<file path="src/rtl/alu_operand_sel.sv">
// ALU B-operand selector: decodes a select code into a bus source, the step constant or zero, and buffers it in a 2-entry skid buffer.
// Latency: 1 cycle from accept to alu_b/out_valid when the buffer is empty.
// Backpressure: in_ready is registered and high while the skid entry is empty; operands hold steady while out_ready is low.
// Optional build macro ALU_OPERAND_SEL_ERRCNT_EN adds a 16-bit saturating err_cnt output counting illegal-select accepts.
module alu_operand_sel #(
    parameter int DATA_W     = 32,
    parameter int NUM_SRC    = 4,
    parameter int SEL_W      = 3,
    parameter int STEP_CONST = 4
) (
    input  logic                      clk,
    input  logic                      rst,
    input  logic                      in_valid,
    output logic                      in_ready,
    input  logic [SEL_W-1:0]          sel,
    input  logic [NUM_SRC*DATA_W-1:0] src_bus,
    output logic                      out_valid,
    input  logic                      out_ready,
    output logic [DATA_W-1:0]         alu_b,
    output logic                      sel_err,
`ifdef ALU_OPERAND_SEL_ERRCNT_EN
    output logic [15:0]               err_cnt,
`endif
    input  logic                      err_clr
);

    localparam logic [DATA_W-1:0] STEP_VAL = DATA_W'(STEP_CONST);

    logic [DATA_W-1:0] mainDat, skidDat, newDat;
    logic [DATA_W-1:0] mainDatNxt, skidDatNxt;
    logic              mainVld, skidVld, mainVldNxt, skidVldNxt;
    logic              inRdyQ, selErrQ;
    logic              isIllegal, accept, pop;

    assign accept = in_valid & inRdyQ;
    assign pop    = mainVld & out_ready;

    // Decode the select code into the operand value and an illegal flag.
    always_comb begin
        newDat    = '0;
        isIllegal = 1'b0;
        if (sel == SEL_W'(NUM_SRC)) begin
            newDat = STEP_VAL;
        end else if (sel == SEL_W'(NUM_SRC + 1)) begin
            newDat = '0;
        end else if (sel > SEL_W'(NUM_SRC + 1)) begin
            isIllegal = 1'b1;
        end else begin
            for (int k = 0; k < NUM_SRC; k++) begin
                if (sel == SEL_W'(k)) begin
                    newDat = src_bus[k*DATA_W +: DATA_W];
                end
            end
        end
    end

    // Skid-buffer next state: a pop refills main from skid first, otherwise from the new operand.
    always_comb begin
        mainVldNxt = mainVld;
        mainDatNxt = mainDat;
        skidVldNxt = skidVld;
        skidDatNxt = skidDat;
        if (pop) begin
            if (skidVld) begin
                // in_ready is low whenever skid is full, so no accept can collide here.
                mainDatNxt = skidDat;
                skidVldNxt = 1'b0;
            end else if (accept) begin
                mainDatNxt = newDat;
            end else begin
                mainVldNxt = 1'b0;
            end
        end else if (accept) begin
            if (!mainVld) begin
                mainVldNxt = 1'b1;
                mainDatNxt = newDat;
            end else begin
                skidVldNxt = 1'b1;
                skidDatNxt = newDat;
            end
        end
    end

    // Buffer registers; in_ready tracks the next skid state so it is a pure flop output.
    always_ff @(posedge clk or posedge rst) begin
        if (rst) begin
            mainVld <= 1'b0;
            mainDat <= '0;
            skidVld <= 1'b0;
            skidDat <= '0;
            inRdyQ  <= 1'b0;
        end else begin
            mainVld <= mainVldNxt;
            mainDat <= mainDatNxt;
            skidVld <= skidVldNxt;
            skidDat <= skidDatNxt;
            inRdyQ  <= !skidVldNxt;
        end
    end

    // Sticky illegal-select flag; a new illegal accept beats a simultaneous clear.
    always_ff @(posedge clk or posedge rst) begin
        if (rst) begin
            selErrQ <= 1'b0;
        end else if (accept && isIllegal) begin
            selErrQ <= 1'b1;
        end else if (err_clr) begin
            selErrQ <= 1'b0;
        end
    end

`ifdef ALU_OPERAND_SEL_ERRCNT_EN
    logic [15:0] errCntQ;

    // Saturating illegal-accept counter; clear plus illegal accept on one edge leaves a count of one.
    always_ff @(posedge clk or posedge rst) begin
        if (rst) begin
            errCntQ <= '0;
        end else if (accept && isIllegal) begin
            if (err_clr) begin
                errCntQ <= 16'd1;
            end else if (errCntQ != 16'hFFFF) begin
                errCntQ <= errCntQ + 16'd1;
            end
        end else if (err_clr) begin
            errCntQ <= '0;
        end
    end

    assign err_cnt = errCntQ;
`endif

    assign in_ready  = inRdyQ;
    assign out_valid = mainVld;
    assign alu_b     = mainDat;
    assign sel_err   = selErrQ;

endmodule
</file>
<file path="config.mk">
export PLATFORM = sky130hd
export DESIGN_NAME = alu_operand_sel
export DESIGN_NICKNAME = d
export VERILOG_FILES = /design/src/rtl/alu_operand_sel.sv
export SDC_FILE = /design/constraint.sdc
export NUM_CORES = 1
export LEC_CHECK = 0
export ABC_AREA = 0
export CAP_MARGIN = 10
export CORE_ASPECT_RATIO = 0.5
export CORE_MARGIN = 5
export CORE_UTILIZATION = 29
export CTS_CLUSTER_DIAMETER = 120
export DETAILED_ROUTE_END_ITERATION = 6
export SLEW_MARGIN = 15
export SYNTH_ARGS = -nofsm -noshare
export SYNTH_HDL_FRONTEND = slang
export SYNTH_SLANG_ARGS = --single-unit
</file>
<file path="constraint.sdc">
create_clock -name clk -period 2.45 [get_ports clk]
set_clock_uncertainty 0.15 [all_clocks]
set_input_delay 0.49 -clock clk [delete_from_list [all_inputs] [get_ports clk]]
set_output_delay 0.49 -clock clk [all_outputs]
set_load 0.03 [all_outputs]
</file>
==> impl_metrics.ini <==
[clock_tree]
htreeDepth = 3
cts_num_sinks = 68
ctsHoldBuffers = 0
clkLatencyLatePin_ns = 0.33
cts_buffers = 9
cts_tree = built
root_buffer = clkbuf_16
path_clk_slew_ns = 0.06
post_cts_buffers = 0
cts_buffer_depth = 2
ctsResizeCount = 0

[timing]
max_freq_ghz = 0.4609
setup_violations = 0
finalMaxSlewViolations = 0
rsz0062_at_grt = false
min_period_over_period = 0.8857
max_slew_margin = 0.6639
worst_pin_slew_ns = 0.5041
min_period_ns = 2.170
hold_viol_final = 0
tns_ns = 0

[drt]
detail_route.first_pass.iterations = 4
routedWlPerCell_um = 16.28
drt-total-wl_um = 11200
route.detailed.drc = 0
first_iter_violations = 155
vias_per_cell = 4.722
ant_nets = 0
vias = 3249

[global_routing]
grt_pass1_vias = 3278
grt_pass1_wl_um = 17580
grt_max_degree = 53
grt_overflow_total = 0
grt_usage = 0.1447
antenna_found_initial = 0

[worst_setup_path]
path_class = register to primary output
critPathTopFamily = buffers and inverters
cp_cell_sequence = clkdlybuf4s50_1
required_ns = 1.81
start_kind = register
cp.buffers_inverters = 1
cp_max_fo = 9
slowest_stage = clkdlybuf4s50_1
endpoint_kind = primary output
cp_slowest_stage_delay_ns = 0.72
cp.arrival_ns = 1.53

[power_and_ir_drop]
p_comb_frac = 0.450
p_sw_mw = 2.256
p_int_mw = 3.629
swShare = 0.3834
power_density_nw_per_um2 = 985.9
seq_power_share = 0.336
ir_worst_vdd_mv = 0.3992
pwr-share-clk = 0.214
static-leakage-power_nw = 2.383

[status]
status = complete, no violations

[floorplan]
num_rows = 29
boundaryPins = 171
die_y_um = 90.45
dieArea_sq_um = 15460
core_area_sq_um = 12660
fp.dieW_um = 170.9
initial_utilization = 0.2964

[synthesis]
synthCells = 348
synth_seq_cells = 68
synthFlopType = dfrtp_1
synth.most_common_cell = dfrtp_1
synth_edf_count = 0
synthArstFlopShare = 1.000
synth_common_cells = dfrtp_1 (68), nand2_1 (36), a21oi_1 (33), nor2_1 (33), o21ai_0 (33)
yosysTopAreaCell = dfrtp_1
synth_cell_types = 28
yosysSeqAreaShare = 0.4533
yosys_warnings = 0
synth_area_leaders = dfrtp_1 (45%), mux4_2 (16%), a22oi_1 (5.4%)
syn_nets = 484
netlist_area_sq_um = 3754
avgSynthCellArea_sq_um = 10.79
yosysTopAreaCellShare = 0.4533

[finish]
nFillCells = 1178
final_nets = 649
fin_util = 0.4714
drive_gt1_frac = 0.1293
area_growth_pct = 59.03
diodes = 0

[min_path]
min_path_type = input port to async pin

[placement]
numPortBuffers = 170
dp_hpwl_um = 8511
place.gp.congestion = 0.7196

[run]
drv.max_cap_violation_count = 0
cells in the final DEF, fill, tap and decap left out, types with 2 or more instances in the layout:
cell type        instances
a21oi_1                 33
dfrtp_1                 68
o22ai_1                  2
a22oi_2                  4
mux4_1                   4
o21ai_0                 33
nand2b_1                31
buf_12                   5
clkinv_2                 3
clkbuf_16                9
a22oi_1                 27
clkbuf_1                 2
clkdlybuf4s50_1        168
buf_4                   10
nand2_1                 36
mux4_2                  27
buf_2                    2
nor2_1                  33
inv_1                    4
per-stage QoR:
step                      setup WS, ns  cells  area (sq um)  hold slack (ns)  total power, mW
after floorplan                0.09849    348          3754           0.3002            3.499
after global placement          0.2312    672          5684           0.3131            4.636
after detailed placement        0.1934    672          5684           0.3211            4.685
after CTS                       0.2653    688          5969           0.2558            5.965
after global routing            0.2197    688          5969           0.2818            6.273
final                           0.2802    688          5969           0.2577            5.885
final cells by class:
type / instances / area, sq um / share of cell area
inverter: 5 / 18.77 / 0.003144
tap: 170 / 212.7 / 0.03563
clock inverter: 5 / 52.55 / 0.008803
timing repair buffer: 185 / 1867 / 0.3127
multi-input combinational: 244 / 1884 / 0.3157
sequential: 68 / 1702 / 0.2851
clock buffer: 11 / 232.7 / 0.03899
power by group through the flow:
stage / Sequential (mW) / Combinational [mW] / Clock, mW
6_report: 1.98 / 2.65 / 1.26
5_1_grt: 2.05 / 2.89 / 1.33
4_1_cts: 1.98 / 2.69 / 1.29
3_5_place_dp: 2.00 / 2.68 / 0
3_3_place_gp: 1.99 / 2.65 / 0
2_1_floorplan: 2.53 / 0.972 / 0
flip-flops by register name, indices dropped and copies added (netlist names):
register,count
skidVld,1
alu_b,32
skidDat,32
sel_err,1
in_ready,1
out_valid,1
routing by layer:
metal | vias up | routed length (um) | global-route usage | part of all wire
li1 | 1591 | - | - | -
met1 | 1589 | 4621 | 0.1725 | 0.41
met2 | 59 | 5988 | 0.2608 | 0.53
met3 | 10 | 479 | 0.03673 | 0.043
met4 | 0 | 111 | 0.03626 | 0.0099
met5 | - | 0 | 0 | 0
kinds of logic after synthesis:
group	after synthesis	synth area share
mux	32	0.1927
flops	68	0.4533
buf+inv	36	0.04833
simple gates	108	0.1377
compound gates	104	0.1680
path summary, 6_finish.rpt:
kind / depth (start not counted) / end / slack [ns] / startpoint
setup / recovery: 1 / out_valid / 0.28 / out_valid
hold / removal: 2 / alu_b[17] / 0.26 / rst
setup reg to reg: 4 / alu_b[24] / 0.75 / out_valid
hold reg to reg: 2 / skidDat[10] / 0.33 / skidDat[10]
max in group asynchronous: 3 / alu_b[5] / 1.38 / rst
min in group clk: 2 / skidDat[10] / 0.33 / skidDat[10]
Power figures use the tool's default switching activity.
